$ cat src/rtl/cpu_clk_switch_ctrl.sv
// CPU PHI2 generator: tracks BBC PHI0 in slow mode, divides hsclk in fast
// mode, and stretches phi1 to re-align with PHI0 for BBC bus cycles.
module cpu_clk_switch_ctrl #(
    parameter int SYNC_STAGES = 2,
    parameter int CNT_W       = 3
) (
    input  logic hsclk,
    input  logic resetb,
    input  logic bbc_ck2_phi0,
    input  logic fast_en,
    input  logic div_en,
    input  logic div4not2,
    input  logic bbc_access,
    output logic cpu_ck_phi2,
    output logic cpu_ck_phi1,
    output logic fast_active,
    output logic stretching
);

    typedef enum logic [1:0] {
        ST_SLOW,
        ST_FAST,
        ST_ALIGN
    } state_t;

    state_t r_state;
    state_t w_state_nxt;

    logic [SYNC_STAGES-1:0] r_sync;
    logic                   r_phi0_d;
    logic                   r_phi2;
    logic                   r_phi1;
    logic [CNT_W-1:0]       r_cnt;
    logic [CNT_W-1:0]       r_hm1;

    logic [CNT_W-1:0]       w_cnt_nxt;
    logic [CNT_W-1:0]       w_hm1_nxt;
    logic [CNT_W-1:0]       w_hsel;
    logic                   w_phi2_nxt;
    logic                   w_phi0_s;
    logic                   w_rise0;
    logic                   w_fall0;
    logic                   w_bound;

    assign w_phi0_s = r_sync[SYNC_STAGES-1];
    assign w_rise0  = w_phi0_s & ~r_phi0_d;
    assign w_fall0  = ~w_phi0_s & r_phi0_d;
    assign w_bound  = (r_cnt == r_hm1);

    // half-period minus one, from the divider control bits
    assign w_hsel = !div_en  ? CNT_W'(0) :
                    div4not2 ? CNT_W'(3) : CNT_W'(1);

    assign cpu_ck_phi2 = r_phi2;
    assign cpu_ck_phi1 = r_phi1;
    assign fast_active = (r_state == ST_FAST);
    assign stretching  = (r_state == ST_ALIGN);

    // PHI0 synchroniser plus one delay flop for edge detection
    always_ff @(posedge hsclk or negedge resetb) begin
        if (!resetb) begin
            r_sync   <= '0;
            r_phi0_d <= 1'b0;
        end else begin
            r_sync   <= {r_sync[SYNC_STAGES-2:0], bbc_ck2_phi0};
            r_phi0_d <= w_phi0_s;
        end
    end

    // state, counter, latched half-period and both clock phases
    always_ff @(posedge hsclk or negedge resetb) begin
        if (!resetb) begin
            r_state <= ST_SLOW;
            r_cnt   <= '0;
            r_hm1   <= '0;
            r_phi2  <= 1'b0;
            r_phi1  <= 1'b1;
        end else begin
            r_state <= w_state_nxt;
            r_cnt   <= w_cnt_nxt;
            r_hm1   <= w_hm1_nxt;
            r_phi2  <= w_phi2_nxt;
            r_phi1  <= ~w_phi2_nxt;
        end
    end

    // next-state, phase and counter decisions
    always_comb begin
        w_state_nxt = r_state;
        w_phi2_nxt  = r_phi2;
        w_cnt_nxt   = r_cnt;
        w_hm1_nxt   = r_hm1;
        unique case (r_state)
            ST_SLOW: begin
                w_phi2_nxt = w_phi0_s;
                if (w_fall0 && fast_en) begin
                    w_state_nxt = ST_FAST;
                    w_phi2_nxt  = 1'b0;
                    w_cnt_nxt   = '0;
                    w_hm1_nxt   = w_hsel;
                end
            end
            ST_FAST: begin
                if (w_bound) begin
                    w_cnt_nxt = '0;
                    if (r_phi2) begin
                        w_phi2_nxt = 1'b0;
                        w_hm1_nxt  = w_hsel;
                    end else if (fast_en && !bbc_access) begin
                        w_phi2_nxt = 1'b1;
                    end else begin
                        w_state_nxt = ST_ALIGN;
                    end
                end else begin
                    w_cnt_nxt = r_cnt + CNT_W'(1);
                end
            end
            ST_ALIGN: begin
                if (w_rise0) begin
                    w_phi2_nxt  = 1'b1;
                    w_state_nxt = ST_SLOW;
                end
            end
            default: begin
                w_state_nxt = ST_SLOW;
            end
        endcase
    end

endmodule

$ cat config.mk
export PLATFORM = sky130hd
export DESIGN_NAME = cpu_clk_switch_ctrl
export DESIGN_NICKNAME = d
export VERILOG_FILES = /design/src/rtl/cpu_clk_switch_ctrl.sv
export SDC_FILE = /design/constraint.sdc
export NUM_CORES = 1
export LEC_CHECK = 0
export ABC_CLOCK_PERIOD_IN_PS = 2420
export BUFFER_PORTS_ARGS = -buffer_cell sky130_fd_sc_hd__buf_2
export CAP_MARGIN = 10
export CORE_AREA = 10 10 47 49
export CTS_CLUSTER_SIZE = 25
export DETAILED_ROUTE_END_ITERATION = 7
export DIE_AREA = 0 0 57 59
export PLACE_DENSITY = 0.74
export SETUP_SLACK_MARGIN = 0.1
export SKIP_CTS_REPAIR_TIMING = 1
export SLEW_MARGIN = 20
export SYNTH_ARGS = -nofsm -noshare
export SYNTH_HDL_FRONTEND = slang
export SYNTH_SLANG_ARGS = --single-unit
export TNS_END_PERCENT = 5
$ cat constraint.sdc
create_clock -name hsclk -period 2.42 [get_ports hsclk]
set_input_delay 0.121 -clock hsclk [delete_from_list [all_inputs] [get_ports hsclk]]
set_output_delay 0.121 -clock hsclk [all_outputs]
set_load 0.01 [all_outputs]
==> out/metrics.json <==
{
  "outcome": {
    "outcome": "finished clean"
  },
  "layout": {
    "area_delta_synth_final_pct": 20.18,
    "seq_area_um2": 301.5,
    "finish.net_count": 73,
    "fraction_of_final_layout_cells_sized_beyond_drive_strength_1_pct": 28.13,
    "fillCellCount": 149,
    "footprint_of_the_multi_input_gates_um2": 230.2,
    "insertedDiodeCount": 0
  },
  "synth": {
    "synth_largest_area_cell": "dfrtp_1",
    "sequential_element_share_of_the_synthesized_area_pct": 54.65,
    "share_of_synthesized_cell_area_in_full_adder_half_adder_and_majority_cells_pct": 2.268,
    "mappedNetlistArea_um2": 551.8,
    "syn-mean-instance-area_um2": 11.26,
    "synth_seq_cells": 12,
    "ys_types": 27,
    "synthesis.nets": 57,
    "total_of_warnings_raised_by_yosys": 0,
    "yosysTopAreaCellShare_pct": 49.89,
    "synthXorXnorAreaFrac_pct": 3.175,
    "yosys.area_share.simple_pct": 15.19,
    "async_reset_ff_share_pct": 100.0,
    "yosys-top-cells-count": "dfrtp_1, inv_1, o21ai_0",
    "netlist_instances": 49,
    "yosys_most_used_dff": "dfrtp_1",
    "largest_cells_by_area_after_synthesis": "dfrtp_1, dfstp_2, mux2_2",
    "synth_compound_gate_area_share_pct": 15.19,
    "synth_top_family_by_area": "compound AO/OA/AOI/OAI gates",
    "synth.mux.area_fraction_pct": 5.896,
    "synth_enable_flop_cells": 0,
    "synth.most_common_cell": "dfrtp_1"
  },
  "die": {
    "chipHeight_um": 59,
    "core_um2": 1401,
    "core.rowCount": 14,
    "start_util_pct": 39.37,
    "design.portCount": 11,
    "floorplan.die.width_um": 57,
    "die_area_um2": 3363
  },
  "cts": {
    "clkSlewWorstSetupHoldPaths_ns": 0.07,
    "max-clock-path-buffers": 2,
    "worst_skew_pair.late_latency_ns": 0.27,
    "cts_sinks": 12,
    "tritoncts.num_buffers": 3,
    "cts_tree": "yes",
    "cts_max_level": 1,
    "cts_root_buffer": "clkbuf_4"
  },
  "grt": {
    "groute.layer.met3.usage_pct": 3.648,
    "grt_max_degree": 13,
    "global_route.usage.met2_pct": 11.47,
    "groute.usage.overall_pct": 6.990,
    "grt_antenna_before_repair": 0,
    "global_route_wire_length_before_repair_um": 1787,
    "grtUsageMet1_pct": 6.610,
    "grt-busiest-layer": "met2",
    "grt_pass1_vias": 398,
    "grt-ovfl-total": 0
  },
  "critical_path": {
    "worst_setup_path_class": "flip-flop to flip-flop",
    "critPathRequiredTime_ns": 2.59,
    "critPathArrivalTime_ns": 1.80,
    "cp_max_fo": 4,
    "cp-end-kind": "flip-flop",
    "worstSetupStartpointType": "flip-flop"
  },
  "place": {
    "gp_routability_congestion": 0.7604,
    "port_buffers": 10,
    "dpl.hpwl_um": 871.6
  },
  "drt": {
    "detail_route.iter0.violations": 5,
    "route.final.wire_length_um": 1072,
    "drt-wirelength-per-cell_um": 13.40,
    "route.antenna.remaining_nets": 0,
    "dr_vias": 418,
    "detail_route.vias_per_cell": 5.225,
    "dr.pass1.iters": 4,
    "post_route_drc": 0
  },
  "sta": {
    "slew_headroom_pct": 79.50,
    "timing.final.hold_violations": 0,
    "worst_tran_pin_value_ns": 0.3060,
    "clock_skew_ns": 0.003681,
    "report.final.slew_viol_count": 0,
    "whs_ns": 0.09069,
    "timing.setup.tns_ns": 0,
    "setup_violations_final": 0,
    "max_freq_ghz": 0.6117,
    "rsz0062_at_grt": "false",
    "period_minus_slack_ns": 1.635,
    "post-route-period-util_pct": 67.56
  },
  "flow_run": {
    "reported_max_cap_violation_count": 0
  },
  "power_and_ir_drop": {
    "worst_ir_drop_vdd_mv": 0.5244,
    "leakage_nw": 0.3306,
    "power_density_nw_per_um2": 1270
  },
  "hold_path": {
    "min-delay-path-class": "primary input to flip-flop"
  }
}
placed cells by master (no fill, tap or decap):
cell / instances
inv_1: 4
nor3_1: 2
xor2_1: 2
buf_2: 10
a31oi_1: 1
nor2_1: 1
and2b_2: 1
or3_4: 1
clkbuf_1: 1
dlygate4sd3_1: 2
mux2i_1: 1
ha_1: 1
or3_1: 1
a21o_1: 2
mux2_2: 2
nand2_1: 3
dfstp_2: 1
nand3b_1: 1
nor3b_1: 1
nor2b_1: 1
o22ai_1: 1
clkbuf_4: 3
a32o_1: 1
a211oi_1: 1
a221o_1: 1
a221oi_1: 1
dfrtp_1: 11
o21ai_0: 4
nand3_1: 1
nand2b_1: 1
area by class of cell:
type | count | area share [%]
inverter | 4 | 2.264
tap | 16 | 3.019
timing repair buffer | 12 | 10.57
clock buffer | 4 | 3.962
sequential | 12 | 45.47
multi-input combinational | 32 | 34.72
final timing paths:
check                                          start                endpoint  slack [ns]  depth (start not counted)
worst max register to register  r_cnt[1]$_DFFE_PN0P_  r_state[0]$_DFFE_PN0P_        0.79                          4
worst min register to register   r_sync[0]$_DFF_PN0_     r_sync[1]$_DFF_PN0_        0.35                          0
max in group asynchronous                     resetb   cpu_ck_phi1$_DFF_PN1_        1.91                          2
min in group asynchronous                     resetb    r_cnt[2]$_DFFE_PN0P_        0.24                          2
worst min-delay path                        div4not2    r_hm1[1]$_DFFE_PN0P_        0.09                          3
worst max-delay path            r_cnt[1]$_DFFE_PN0P_  r_state[0]$_DFFE_PN0P_        0.79                          4
power breakdown:
part           switching, mW  internal [mW]  leakage [nW]
Sequential            0.0810          0.279         0.148
Combinational          0.177          0.177         0.168
Clock                 0.0645         0.0639        0.0150
sequential cells by signal (all words and copies together) (netlist names), named ones only:
register / flops
cpu_ck_phi1: 1
r_cnt: 3
r_hm1: 2
r_phi0_d: 1
r_state: 2
r_sync: 2
metrics by stage:
| stage | cell area (um2) | utilization, % | setup slack (ns) | std cells | power [mW] |
|---|---|---|---|---|---|
| floorplan | 551.8 | - | 0.8607 | 49 | 0.6203 |
| global placement | 616.8 | 44.02 | 0.8147 | 74 | 0.7041 |
| detailed placement | 616.8 | 44.02 | 0.7878 | 74 | 0.7232 |
| CTS | 643.1 | 45.89 | 0.7769 | 78 | 0.8530 |
| global route | 663.1 | 47.32 | 0.6990 | 80 | 0.9255 |
| finish | 663.1 | 47.32 | 0.7851 | 80 | 0.8424 |
critical path: stages (launching register included):
cell     delay, ns
dfrtp_1       0.41
xor2_1        0.16
or3_4         0.39
or3_1         0.37
a21o_1        0.19
metal layers:
metal / part of all wire, % / up-vias / wire (um)
met3: 8.8 / 4 / 94
li1: - / 207 / -
met1: 40 / 196 / 424
met2: 49 / 11 / 527
met4: 2.3 / 0 / 25
met5: 0 / - / 0
cells by family (layout without fill, tap and decap cells):
group	count (synthesis)	after routing
mux	3	3
compound gates	12	12
fa+ha+maj	1	1
flops	12	12
simple gates	14	14
xor+xnor	2	2
buf+inv	5	20
Power figures use the tool's default switching activity.
